## src/rtl/uart_packet_rx.sv

```systemverilog
// Packet assembler: frames UART bytes into length-prefixed packets, checks the
// header and hands type + payload to the consumer over a valid/ready handshake.
module uart_packet_rx #(
    parameter int MAX_LEN        = 16,
    parameter int MIN_LEN        = 8,
    parameter int TIMEOUT_CYCLES = 12000
) (
    input  logic                      sys_clk,
    input  logic                      rst_n,
    input  logic                      rx_valid,
    input  logic [7:0]                rx_byte,
    input  logic                      rx_error,
    output logic                      pkt_valid,
    input  logic                      pkt_ready,
    output logic [7:0]                pkt_type,
    output logic [7:0]                pkt_len,
    output logic [(MAX_LEN-4)*8-1:0]  pkt_payload,
    output logic                      ping,
    output logic                      err_short,
    output logic                      err_long,
    output logic                      err_header,
    output logic                      err_frame,
    output logic                      err_timeout,
    output logic                      err_overrun,
    output logic                      busy
);

    localparam int PAY_BYTES = MAX_LEN - 4;
    localparam int TMO_W     = $clog2(TIMEOUT_CYCLES);
    localparam int SLOT_W    = (PAY_BYTES > 1) ? $clog2(PAY_BYTES) : 1;

    typedef enum logic [2:0] {
        S_IDLE,
        S_HEADER,
        S_PAYLOAD,
        S_HOLD,
        S_DISCARD
    } state_t;

    typedef struct packed {
        logic ping;
        logic too_short;
        logic too_long;
        logic header;
        logic frame;
        logic timeout;
        logic overrun;
    } pulses_t;

    state_t             state_q, state_d;
    logic [7:0]         cnt_q, cnt_d;
    logic [7:0]         len_q, len_d;
    logic [7:0]         type_q, type_d;
    logic               long_q, long_d;
    logic [TMO_W-1:0]   tmo_q, tmo_d;
    pulses_t            pulse_q, pulse_d;
    logic [7:0]         buf_q [PAY_BYTES];
    logic               clr_buf;
    logic               wr_buf;
    logic [SLOT_W-1:0]  slot;
    logic               in_pkt;
    logic               tmo_hit;

    assign slot    = SLOT_W'(cnt_q - 8'd4);
    assign in_pkt  = state_q inside {S_HEADER, S_PAYLOAD, S_DISCARD};
    // Abort on the edge where the idle count would reach TIMEOUT_CYCLES-1.
    assign tmo_hit = in_pkt && !rx_valid && (tmo_q == TMO_W'(TIMEOUT_CYCLES - 2));

    // NOTE: every variable is given a default first so no path leaves it unassigned and no latch is inferred.
    always_comb begin
        state_d = state_q;
        cnt_d   = cnt_q;
        len_d   = len_q;
        type_d  = type_q;
        long_d  = long_q;
        tmo_d   = tmo_q;
        pulse_d = '0;
        clr_buf = 1'b0;
        wr_buf  = 1'b0;

        if (rx_valid)
            tmo_d = '0;
        else if (!in_pkt)
            tmo_d = '0;
        else if (tmo_q != '1)
            tmo_d = tmo_q + 1'b1;

        if (in_pkt && rx_error) begin
            pulse_d.frame = 1'b1;
            state_d       = S_IDLE;
        end else if (tmo_hit) begin
            pulse_d.timeout = 1'b1;
            state_d         = S_IDLE;
        end else begin
            case (state_q)
                S_IDLE: begin
                    if (rx_error) begin
                        pulse_d.frame = 1'b1;
                    end else if (rx_valid) begin
                        if (rx_byte == 8'd0) begin
                            pulse_d.ping = 1'b1;
                        end else if (rx_byte < 8'(MIN_LEN)) begin
                            pulse_d.too_short = 1'b1;
                        end else begin
                            len_d = rx_byte;
                            cnt_d = 8'd1;
                            if (rx_byte <= 8'(MAX_LEN)) begin
                                clr_buf = 1'b1;
                                state_d = S_HEADER;
                            end else begin
                                long_d  = 1'b1;
                                state_d = S_DISCARD;
                            end
                        end
                    end
                end
                S_HEADER: begin
                    if (rx_valid) begin
                        cnt_d = cnt_q + 8'd1;
                        if (cnt_q == 8'd3) begin
                            type_d  = rx_byte;
                            state_d = S_PAYLOAD;
                        end else if (rx_byte != 8'd0) begin
                            pulse_d.header = 1'b1;
                            long_d         = 1'b0;
                            state_d        = S_DISCARD;
                        end
                    end
                end
                S_PAYLOAD: begin
                    if (rx_valid) begin
                        wr_buf = 1'b1;
                        cnt_d  = cnt_q + 8'd1;
                        if (cnt_q == len_q - 8'd1)
                            state_d = S_HOLD;
                    end
                end
                S_HOLD: begin
                    if (rx_error)
                        pulse_d.frame = 1'b1;
                    else if (rx_valid)
                        pulse_d.overrun = 1'b1;
                    if (pkt_ready)
                        state_d = S_IDLE;
                end
                S_DISCARD: begin
                    if (rx_valid) begin
                        cnt_d = cnt_q + 8'd1;
                        if (cnt_q == len_q - 8'd1) begin
                            pulse_d.too_long = long_q;
                            state_d          = S_IDLE;
                        end
                    end
                end
                default: state_d = S_IDLE;
            endcase
        end
    end

    // NOTE: sequential state uses non-blocking assignments so every register samples pre-edge values.
    always_ff @(posedge sys_clk or negedge rst_n) begin
        if (!rst_n) begin
            state_q <= S_IDLE;
            cnt_q   <= '0;
            len_q   <= '0;
            type_q  <= '0;
            long_q  <= 1'b0;
            tmo_q   <= '0;
            pulse_q <= '0;
        end else begin
            state_q <= state_d;
            cnt_q   <= cnt_d;
            len_q   <= len_d;
            type_q  <= type_d;
            long_q  <= long_d;
            tmo_q   <= tmo_d;
            pulse_q <= pulse_d;
        end
    end

    // NOTE: the payload buffer is reset so unused bytes read as zero even before the first packet.
    always_ff @(posedge sys_clk or negedge rst_n) begin
        if (!rst_n) begin
            for (int i = 0; i < PAY_BYTES; i++)
                buf_q[i] <= '0;
        end else if (clr_buf) begin
            for (int i = 0; i < PAY_BYTES; i++)
                buf_q[i] <= '0;
        end else if (wr_buf) begin
            buf_q[slot] <= rx_byte;
        end
    end

    for (genvar i = 0; i < PAY_BYTES; i++) begin : g_pay
        assign pkt_payload[8*i +: 8] = buf_q[i];
    end

    assign pkt_valid   = (state_q == S_HOLD);
    assign pkt_type    = type_q;
    assign pkt_len     = len_q;
    assign busy        = (state_q != S_IDLE);
    assign ping        = pulse_q.ping;
    assign err_short   = pulse_q.too_short;
    assign err_long    = pulse_q.too_long;
    assign err_header  = pulse_q.header;
    assign err_frame   = pulse_q.frame;
    assign err_timeout = pulse_q.timeout;
    assign err_overrun = pulse_q.overrun;

endmodule

```

## config.mk

```make
export PLATFORM = sky130hd
export DESIGN_NAME = uart_packet_rx
export DESIGN_NICKNAME = d
export VERILOG_FILES = /design/src/rtl/uart_packet_rx.sv
export SDC_FILE = /design/constraint.sdc
export NUM_CORES = 1
export LEC_CHECK = 0
export CAP_MARGIN = 40
export CORE_MARGIN = 2
export CORE_UTILIZATION = 40
export DETAILED_ROUTE_END_ITERATION = 12
export PLACE_DENSITY = 0.73
export SYNTH_ARGS = -nofsm -noshare
export SYNTH_HDL_FRONTEND = slang
export SYNTH_SLANG_ARGS = --single-unit
export TNS_END_PERCENT = 1
```

## constraint.sdc

```tcl
create_clock -name sys_clk -period 6.3 [get_ports sys_clk]
set_input_delay 1.26 -clock sys_clk [delete_from_list [all_inputs] [get_ports sys_clk]]
set_output_delay 1.26 -clock sys_clk [all_outputs]
set_load 0.02 [all_outputs]
```

After elaboration in Yosys (flattened, before gate mapping). Cells that the tools add are included. W data, S select, Z words.

Flip-flop bits (word level): 145. Latch bits: 0. Memory bits (writable): 0. Memory bits (read-only): 0. Output and inout bits: 121. Memories: 0.

Add/sub/neg operators: 4. $mul: 0. Divide/modulo/power cells: 0. Order comparisons: 4. Equality and inequality tests: 29. Shift-type cells: 0. Muxes and demuxes: 74. Bitwise operators: 6. Reduce and logical (&&, ||, !) cells: 20.

Operator list (number): $mux W96 (2); $bwmux W96 (1); $mux W8 (6); $mux W3 (15); $mux W14 (3); $mux W1 (37); $demux W8 S4 (1); $reduce_and A11 Y1 (2); $ne A4 B4 Y1 const B (4); $pmux W8 S2 (1); $pmux W3 S5 (1); $add A14 B1 Y14 const B (1); $eq A14 B14 Y1 const B (1); $ne A14 B14 Y1 const B (1); $ne A2 B2 Y1 const B (7); $ne A4 B3 Y1 const B (3); $add A8 B1 Y8 const B (1); $eq A8 B2 Y1 const B (1); $eq A8 B8 Y1 (1); $le A8 B5 Y1 const B (1); $logic_not A8 Y1 (1); $lt A8 B4 Y1 const B (1); $mux W2 (4); $ne A4 B2 Y1 const B (2); other kinds (27) (39).

Longest topological paths before layout. Gate-level depths: netlist of the first run.

Depth after elaboration: 10. Depth in mapped cells: 10.

Worst setup path before layout of the first run. Ideal clock, no wire load.

Kind: input to register. From: input port rx_byte[3]. To: register len_q[2], in the netlist pkt_len[2]. Setup time: 0.125 ns. Arrival time: 2.948 ns. Required time: 6.175 ns. Setup slack: 3.227 ns. Stages: 6. Buffers on the path: 2. Cells stage by stage: clkbuf_1 > or4_1 > or3_1 > and3_1 > clkbuf_1 > mux2_2.

Cells in the longest elaborated chain, start to end: 3.

Ends and longest elaborated chain: start, declared (RTL line 11) `input logic [7:0] rx_byte,`; $lt A8 B4 Y1 / $logic_not A8 Y1 (equally long branches) (RTL line 102, 100); $not A1 Y1 (no source line); $reduce_and A7 Y1 (no source line) *; end signal, assigned (RTL line 173) `len_q <= len_d;`; end, declared (RTL line 52) `logic [7:0] len_q, len_d;`.

Every way passes the cells marked *; elsewhere a longest branch is shown, timed or not. A chain may end at the register's enable or synchronous reset.

Worst setup path in the final report of the first run.
From: input port rx_byte[6]. To: register cnt_q[5].

Cells in the longest elaborated chain, start to end: 3.

Ends and longest elaborated chain: $lt A8 B4 Y1 / $logic_not A8 Y1 (equally long branches) (RTL line 102, 100); $ne A2 B2 Y1 (no source line); $reduce_and A8 Y1 (no source line) *; end signal, assigned (RTL line 172) `cnt_q <= cnt_d;`; end, declared (RTL line 51) `logic [7:0] cnt_q, cnt_d;`.

Marked as above.

==> results.yml, run 1 <==
logic_synthesis:
  synth_compound_area_frac: 0.0938
  ys_types: 49
  synthMostInstantiatedCell: "dfrtp_1"
  synth-seq-cells: 145
  synth_xor_area_frac: 0.0343
  synth_mux_area_frac: 0.0519
  yosysTopAreaCell: "dfrtp_1"
  synthTopCellsByArea: "dfrtp_1 55%, a21oi_1 6.3%, nand3_1 6.3%, nand2_1 5.5%, mux2i_1 3.3%"
  yosys_warnings: 0
  ys_seq_area_frac: 0.547
  synthArstFlopShare: 1.00
  synthTopCellsByCount: "145 x dfrtp_1, 98 x nand2_1, 84 x a21oi_1, 84 x nand3_1, 57 x nor2_1"
  synth_flop_cell: "dfrtp_1"
  netlist_area_sq_mm: 0.00663
  syn_nets: 709
  synth_top_family_by_area: "simple AND/OR/NAND/NOR gates"
  synth-simple-area-share: 0.216
  synth_adder_area_share: 0.0147
  synth_edf_count: 0
  postSynthAreaPerCell_sq_um: 9.62
  synth.top_cell.area_share: 0.547
  syn_inst: 689
sta:
  hold_violations: 0
  period_needed_ps: 3790
  tns_ps: 0
  fmax_ghz: 0.264
  worstMarginPinSlew_ps: 890
  finalCritPeriodShare: 0.601
  slew_headroom: 0.405
  setup_viol: 0
  rsz0062_at_grt: "false"
  finalClockSkew_ps: 10.3
  holdWs_ps: 504
  drv_slew: 0
clocking:
  cts_tree: "built"
  cts_num_sinks: 145
  cts_setup_buffers: 0
  cts.clk_slew.worst_paths_ps: 60
  numCtsBuffers: 17
  cts_hold_buf: 0
  cts.path.max_buffers: 2
  root_buffer: "clkbuf_16"
  clk_latency_ps: 430
  htree_levels: 4
  cts_resized: 0
cells_and_area:
  layout.nets: 823
  nFillCells: 1412
  fin_cells: 1036
  area_delta_synth_final_pct: 33.1
  drive_gt1_frac: 0.0846
  n_antenna_cell: 0
power:
  peakVddDrop_mv: 0.252
  cellLeakagePower_nw: 3.92
  powerDensity_mw_per_mm2: 353
  power.total_mw: 3.11
job:
  max_cap_violations: 0
placed_design:
  dp_cells: 1003
  routabilityCongestion: 0.824
  io_buffers: 133
  dp_hpwl_mm: 11.7
status:
  status: "finished, final reports clean"
worst_setup_path:
  rrSetupSlack_ps: 3690
  cp_max_fo: 15
  path_class: "in2reg"
  end_kind: "flop"
  required_ps: 6580
  cp.arrival_ps: 4070
  start_kind: "input pin"
floorplanning:
  start_util: 0.404
  rows: 47
  core_sq_mm: 0.0164
  pin_count: 134
  dieHeight_microns: 133
  die_x_microns: 133
  die-area_sq_mm: 0.0176
route:
  wl_met1_mm: 8.13
  drc: 0
  vias: 5611
  drt_pass1_iterations: 5
  wl_met3_mm: 1.15
  antenna_left: 0
  first_iter_violations: 487
  top_layer: "met4"
  wl_met2_mm: 8.49
  viasPerCell: 5.42
  wl_mm: 18.1
  drt-wirelength-per-cell_microns: 17.5
global_route:
  grt-ovfl-total: 0
  grt_first_pass_wirelength_mm: 29.2
  gr-usage-all-layers: 0.211
  grt_max_degree: 77
  grt_pass1_vias: 5281
  antenna_found_initial: 0
hold_path:
  hold_path.class: "reg2reg"
[final timing paths]
path	from	endpoint	cells past startpoint
max	rx_byte[6]	cnt_q[5]$_DFFE_PN0P_	8
min	pkt_type[2]$_DFFE_PN0P_	pkt_type[2]$_DFFE_PN0P_	1
max reg2reg	state_q[2]$_DFFE_PN0P_	state_q[1]$_DFFE_PN0P_	7
min reg2reg	pkt_type[2]$_DFFE_PN0P_	pkt_type[2]$_DFFE_PN0P_	1
max in group asynchronous	rst_n	pkt_payload[20]$_DFFE_PN0P_	3
min in group asynchronous	rst_n	pkt_payload[42]$_DFFE_PN0P_	1
[critical path: stages]
cell and delay [ps]:
clkdlybuf4s50_1 890, or3_1 700, or4_4 480, and3_4 230, and3_4 200, nand4_1 100
xor2_1 150, nor2_1 50
[kinds of logic after synthesis]
family,count (synthesis)
xor+xnor,26
simple gates,299
flops,145
compound gates,113
buf+inv,65
mux,33
fa+ha+maj,8
[registers in the layout (all words and copies together), names as in the netlist]
name / cells
pkt_type: 8
err_long: 1
state_q: 3
ping: 1
tmo_q: 14
err_timeout: 1
long_q: 1
pkt_payload: 96
pkt_len: 8
err_frame: 1
err_overrun: 1
err_short: 1
cnt_q: 8
err_header: 1
[stage by stage]
step                utilization  setup slack [ps]  instance area (sq um)
finish                    0.538              2510                   8820
floorplan                     -              3230                   6630
CTS                       0.537              2490                   8810
detailed placement        0.498              2070                   8160
global route              0.538              2500                   8820
global placement          0.492              1980                   8080
[report_power, final]
group / total [mW] / switching, mW / internal [mW]
logic: 0.842 / 0.478 / 0.364
registers: 1.17 / 0.138 / 1.03
clock network: 1.10 / 0.406 / 0.697
[layout make-up]
class | instances | area (sq um) | area share
Tap cell | 220 | 275 | 0.0312
Clock buffer | 21 | 470 | 0.0533
Multi-Input combinational cell | 479 | 2730 | 0.309
Sequential cell | 145 | 3630 | 0.411
Timing Repair Buffer | 146 | 1490 | 0.169
Inverter | 14 | 52.6 | 0.00596
Clock inverter | 11 | 174 | 0.0197
[per-layer routing]
layer | GRT usage | vias to the layer above
li1 | - | 2595
met1 | 0.297 | 2774
met2 | 0.317 | 217
met3 | 0.0579 | 25
met4 | 0.0687 | 0
met5 | 0 | -
[placed cells by master, fill, tap and decap left out, types with 8 or more instances in the layout]
master | netlist | routed
xnor2_1 | 10 | 10
xor2_1 | 16 | 16
mux2_2 | 11 | 11
buf_4 | 0 | 8
dfrtp_1 | 145 | 145
clkbuf_16 | 0 | 17
a21oi_1 | 84 | 84
mux2i_1 | 22 | 22
nand4_1 | 10 | 10
clkdlybuf4s50_1 | 0 | 132
nand3_1 | 84 | 84
nor2_1 | 57 | 57
nand2_1 | 98 | 98
inv_1 | 14 | 14
o21ai_0 | 9 | 9
(Power assumes the default switching activity.)
==> run 2, diff against run 1 <==
- PLACE_DENSITY: 0.73 -> 0.75
- clock period: 6.3 -> 3.4 ns (I/O delays scaled with it)
==> results.yml, run 2 (synthesis gave the netlist of run 1 again) <==
worst_setup_path:
  reg2reg_depth: 7
  worstReg2RegStart: "state_q[1]$_DFFE_PN0P_"
  rrSetupSlack_ps: 690
  cp-endpoint: "state_q[1]$_DFFE_PN0P_"
  cp_max_fo: 16
  slowest_stage: "o211ai_2"
  crit_path_start: "state_q[1]$_DFFE_PN0P_"
  r2r_end: "state_q[1]$_DFFE_PN0P_"
  required_ps: 3740
  cp_cell_sequence: "xor2_1 > o211ai_2 > o2111ai_1 > a41o_1 > nand2b_1 > or4b_1 > o21ai_1"
  cp_slowest_stage_delay_ps: 620
  path_class: "reg2reg"
  cp.arrival_ps: 3050
  end_kind: "flop"
  start_kind: "flop"
route:
  drt-wirelength-per-cell_microns: 17.8
  vias: 5655
  viasPerCell: 5.42
  drt_pass1_iterations: 5
  antenna_left: 0
  drc: 0
  first_iter_violations: 474
  wl_mm: 18.6
cells_and_area:
  multi_input_area_sq_mm: 0.00273
  layout_commonest_cell: "dfrtp_1"
  n_antenna_cell: 0
  final_area_sq_mm: 0.00887
  final_cell_mix: "145 x dfrtp_1, 132 x clkdlybuf4s50_1, 98 x nand2_1"
  layout.nets: 832
  largest_reg_flops: 96
  drive_gt1_frac: 0.0947
  nFillCells: 1440
  seqCellArea_sq_mm: 0.00363
  area_delta_synth_final_pct: 33.8
sta:
  rsz0062_at_grt: "false"
  drv_slew: 0
  period_needed_ps: 2710
  fmax_ghz: 0.369
  finalClockSkew_ps: 10.3
  slew_headroom: 0.510
  tns_ps: 0
  finalCritPeriodShare: 0.797
  setup_viol: 0
  hold_violations: 0
  worstMarginPinSlew_ps: 732
power:
  power_frac_seq: 0.369
  clkPwrFrac: 0.363
  combPwrFrac: 0.268
  cellLeakagePower_nw: 3.95
  swShare: 0.325
  netSwitchingPower_mw: 1.92
  p_int_mw: 3.97
  powerDensity_mw_per_mm2: 664
  peakVddDrop_mv: 0.411
clocking:
  cts_tree: "built"
  cts.clk_slew.worst_paths_ps: 60
  cts_hold_buf: 0
  numCtsBuffers: 17
  clk_latency_ps: 430
  cts_setup_buffers: 0
  cts.path.max_buffers: 2
  htree_levels: 4
  cts_resized: 0
  root_buffer: "clkbuf_16"
  cts_num_sinks: 145
global_route:
  antenna_found_initial: 0
  gr-usage-all-layers: 0.218
  grt-ovfl-total: 0
  grt_pass1_vias: 5493
  grt_first_pass_wirelength_mm: 30.2
  grt_max_degree: 81
floorplanning:
  rows: 47
  dieHeight_microns: 133
  die-area_sq_mm: 0.0176
  die_x_microns: 133
  core_sq_mm: 0.0164
  start_util: 0.404
  pin_count: 134
status:
  status: "finished, final reports clean"
placed_design:
  dpl_cell_area_sq_mm: 0.00820
  io_buffers: 133
  routabilityCongestion: 0.847
  dp_hpwl_mm: 11.9
job:
  max_cap_violations: 0
hold_path:
  hold_path.class: "in2async"
[run 2: changes by cell type in the layout (fill, tap and decap cells not counted)]
cell / delta
buf_12: +1
buf_16: -2
buf_4: +13
buf_8: -3
bufinv_16: +2
clkbuf_1: -1
clkbuf_8: -2
clkinvlp_4: +1
inv_6: -1
[run 2: cell type report]
cell class | count | share of cell area
flip-flops and latches | 145 | 0.409
well taps | 220 | 0.0310
multi-input cells | 479 | 0.308
inverters | 14 | 0.00593
clock buffers | 18 | 0.0495
clock inverters | 13 | 0.0262
repair buffers | 155 | 0.170
[run 2: worst min-delay path by stage]
| stage | endpoint | slack, ps | startpoint |
|---|---|---|---|
| after floorplan | cnt_q[0]$_DFFE_PN0P_ | 380 | rst_n |
| after global placement | pkt_type[4]$_DFFE_PN0P_ | 470 | pkt_type[4]$_DFFE_PN0P_ |
| after detailed placement | pkt_type[4]$_DFFE_PN0P_ | 480 | pkt_type[4]$_DFFE_PN0P_ |
| after CTS | pkt_payload[40]$_DFFE_PN0P_ | 280 | rst_n |
| after global routing | pkt_payload[46]$_DFFE_PN0P_ | 300 | rst_n |
| final | pkt_payload[42]$_DFFE_PN0P_ | 250 | rst_n |
[run 2: power by group through the flow]
| stage | logic [mW] | clock network [mW] | registers (mW) |
|---|---|---|---|
| 2_1_floorplan | 0.910 | 0 | 2.25 |
| 3_3_place_gp | 1.53 | 0 | 2.19 |
| 3_5_place_dp | 1.55 | 0 | 2.20 |
| 4_1_cts | 1.58 | 2.16 | 2.17 |
| 5_1_grt | 1.72 | 2.23 | 2.20 |
| 6_report | 1.58 | 2.14 | 2.17 |
[run 2: layer usage]
layer,wire length [microns],track usage,share of wire
met3,1160,0.0529,0.062
met2,8950,0.338,0.48
met1,8120,0.300,0.44
met5,0,0,0
met4,386,0.0729,0.021
[run 2: through the flow]
stage	worst slack [ps]	std cells	power (mW)	util	hold slack (ps)
2_1_floorplan	907	689	3.16	-	384
3_3_place_gp	432	1013	3.73	0.500	467
3_5_place_dp	433	1013	3.75	0.500	478
4_1_cts	679	1044	5.91	0.541	284
5_1_grt	509	1044	6.15	0.541	299
6_report	690	1044	5.89	0.541	250
[run 2: critical path, delay by kind of cell, from the launching register on]
| kind | cells | cell delay (ps) |
|---|---|---|
| xor+xnor | 1 | 230 |
| flops | 1 | 480 |
| simple gates | 2 | 670 |
| compound gates | 4 | 1230 |
==> run 3, diff against run 2 <==
- clock period: 3.4 -> 2.3 ns (I/O delays scaled with it)
==> results.yml, run 3 (synthesis gave the netlist of run 1 again) <==
status:
  status: "complete, but fails checks"
  failed_checks: "hold timing"
cells_and_area:
  final_cell_mix: "142 x dfrtp_1, 130 x clkdlybuf4s50_1, 98 x nand2_1"
  layout.nets: 884
  final_area_sq_mm: 0.00934
  layout_commonest_cell: "dfrtp_1"
  n_antenna_cell: 0
  drive_gt1_frac: 0.151
  nFillCells: 1360
  fin_util: 0.569
  area_delta_synth_final_pct: 40.9
  largest_reg_flops: 96
global_route:
  met3_usage: 0.0425
  met2_usage: 0.342
  top_usage_layer: "met2"
  grt_max_degree: 58
  grt_pass1_vias: 5654
  gr-usage-all-layers: 0.220
  grt-ovfl-total: 0
  antenna_found_initial: 0
  grt_use_met1: 0.304
  grt_first_pass_wirelength_mm: 30.4
clocking:
  cts.clk_slew.worst_paths_ps: 60
  cts_num_sinks: 145
  cts_tree: "built"
  numCtsBuffers: 17
  root_buffer: "clkbuf_16"
  htree_levels: 4
  cts.path.max_buffers: 2
  cts_hold_buf: 0
  clk_latency_ps: 430
sta:
  holdWs_ps: -3.25
  period_needed_ps: 2230
  rsz0062_at_grt: "false"
  finalClockSkew_ps: 9.78
  drv_slew: 0
  worstMarginPinSlew_ps: 546
  fmax_ghz: 0.449
  layout_setup_ws_ps: 73.5
  setup_viol: 0
  finalCritPeriodShare: 0.968
  hold_violations: 9
  slew_headroom: 0.636
power:
  combPwrFrac: 0.314
  powerDensity_mw_per_mm2: 929
  power.total_mw: 8.68
  netSwitchingPower_mw: 2.90
  cellLeakagePower_nw: 4.23
  p_int_mw: 5.77
  clkPwrFrac: 0.328
  power_frac_seq: 0.358
  swShare: 0.335
  peakVddDrop_mv: 0.629
hold_path:
  hold_path.class: "in2async"
placed_design:
  place_ws_ps: -392
  dpl_cell_area_sq_mm: 0.00869
  io_buffers: 133
  routabilityCongestion: 0.854
  dp_hpwl_mm: 12.8
worst_setup_path:
  cp_slowest_stage_delay_ps: 450
  slowest_stage: "clkdlybuf4s50_1"
  path_class: "in2reg"
  start_kind: "input pin"
  path_delay_family: "simple AND/OR/NAND/NOR gates"
  required_ps: 2610
  cp_cell_sequence: "clkdlybuf4s50_1 > or3_4 > or4_4 > buf_4 > o2111ai_1 > a41o_1 > nand2b_1 > or4b_1 > o21ai_1"
  end_kind: "flop"
  path_buf_inv: 2
  cp.arrival_ps: 2540
  cp_max_fo: 4
floorplanning:
  rows: 47
  pin_count: 134
  die_x_microns: 133
  core_sq_mm: 0.0164
  dieHeight_microns: 133
  die-area_sq_mm: 0.0176
  start_util: 0.404
route:
  first_iter_violations: 527
  antenna_left: 0
  viasPerCell: 5.33
  vias: 5851
  drt-wirelength-per-cell_microns: 17.3
  drt_pass1_iterations: 5
  drc: 0
  wl_mm: 19.0
job:
  max_cap_violations: 0
[run 3: cell types whose count changed in the layout (fill, tap and decap cells not counted), moves of 3 or more]
cell       delta
bufinv_16     -3
dfrtp_2       +3
buf_4        +41
clkbuf_1      +4
dfrtp_1       -3
buf_12       +11
[run 3: routing by layer]
layer | vias up | part of all wire
li1 | 2711 | -
met1 | 2868 | 0.44
met2 | 231 | 0.48
met3 | 41 | 0.057
met4 | 0 | 0.026
met5 | - | 0
[run 3: final timing paths]
path                                    startpoint                           to  slack [ps]  cells past startpoint
max reg2reg                 pkt_len[0]$_DFFE_PN0P_       state_q[1]$_DFFE_PN0P_         100                      8
min reg2reg                pkt_type[4]$_DFFE_PN0P_      pkt_type[4]$_DFFE_PN0P_         480                      2
min in group sys_clk       pkt_type[4]$_DFFE_PN0P_      pkt_type[4]$_DFFE_PN0P_         480                      2
min                                          rst_n  pkt_payload[46]$_DFFE_PN0P_          -3                      1
max                                     rx_byte[7]       state_q[1]$_DFFE_PN0P_          70                      9
max in group asynchronous                    rst_n  pkt_payload[20]$_DFFE_PN0P_        1640                      2
[run 3: stage by stage]
step / setup TNS [ps] / std cells
floorplan: -51.2 / 689
global placement: -22170 / 1061
detailed placement: -24430 / 1061
CTS: 0 / 1093
global route: 0 / 1097
finish: 0 / 1097
[run 3: power by group through the flow]
| stage | Combinational, mW | Clock (mW) | Sequential (mW) |
|---|---|---|---|
| global route | 2.94 | 3.00 | 3.14 |
| finish | 2.73 | 2.84 | 3.11 |
| floorplan | 1.34 | 0 | 3.32 |
| detailed placement | 2.64 | 0 | 3.14 |
| CTS | 2.65 | 2.87 | 3.11 |
| global placement | 2.59 | 0 | 3.14 |
[run 3: final cells by class]
| class | instances | area [sq um] | share of cell area |
|---|---|---|---|
| clock buffer | 22 | 454 | 0.0486 |
| clock inverter | 10 | 148 | 0.0158 |
| inverter | 14 | 52.6 | 0.00563 |
| multi-input combinational | 479 | 2740 | 0.294 |
| sequential | 145 | 3630 | 0.389 |
| tap | 220 | 275 | 0.0295 |
| timing repair buffer | 207 | 2040 | 0.218 |
[run 3: what timing repair did]
| action | in CTS | in global routing |
|---|---|---|
| gates resized for setup | 3 | 5 |
| setup endpoints to repair | 2 | 1 |
| pin swaps | 0 | 1 |
| setup buffers | 0 | 4 |
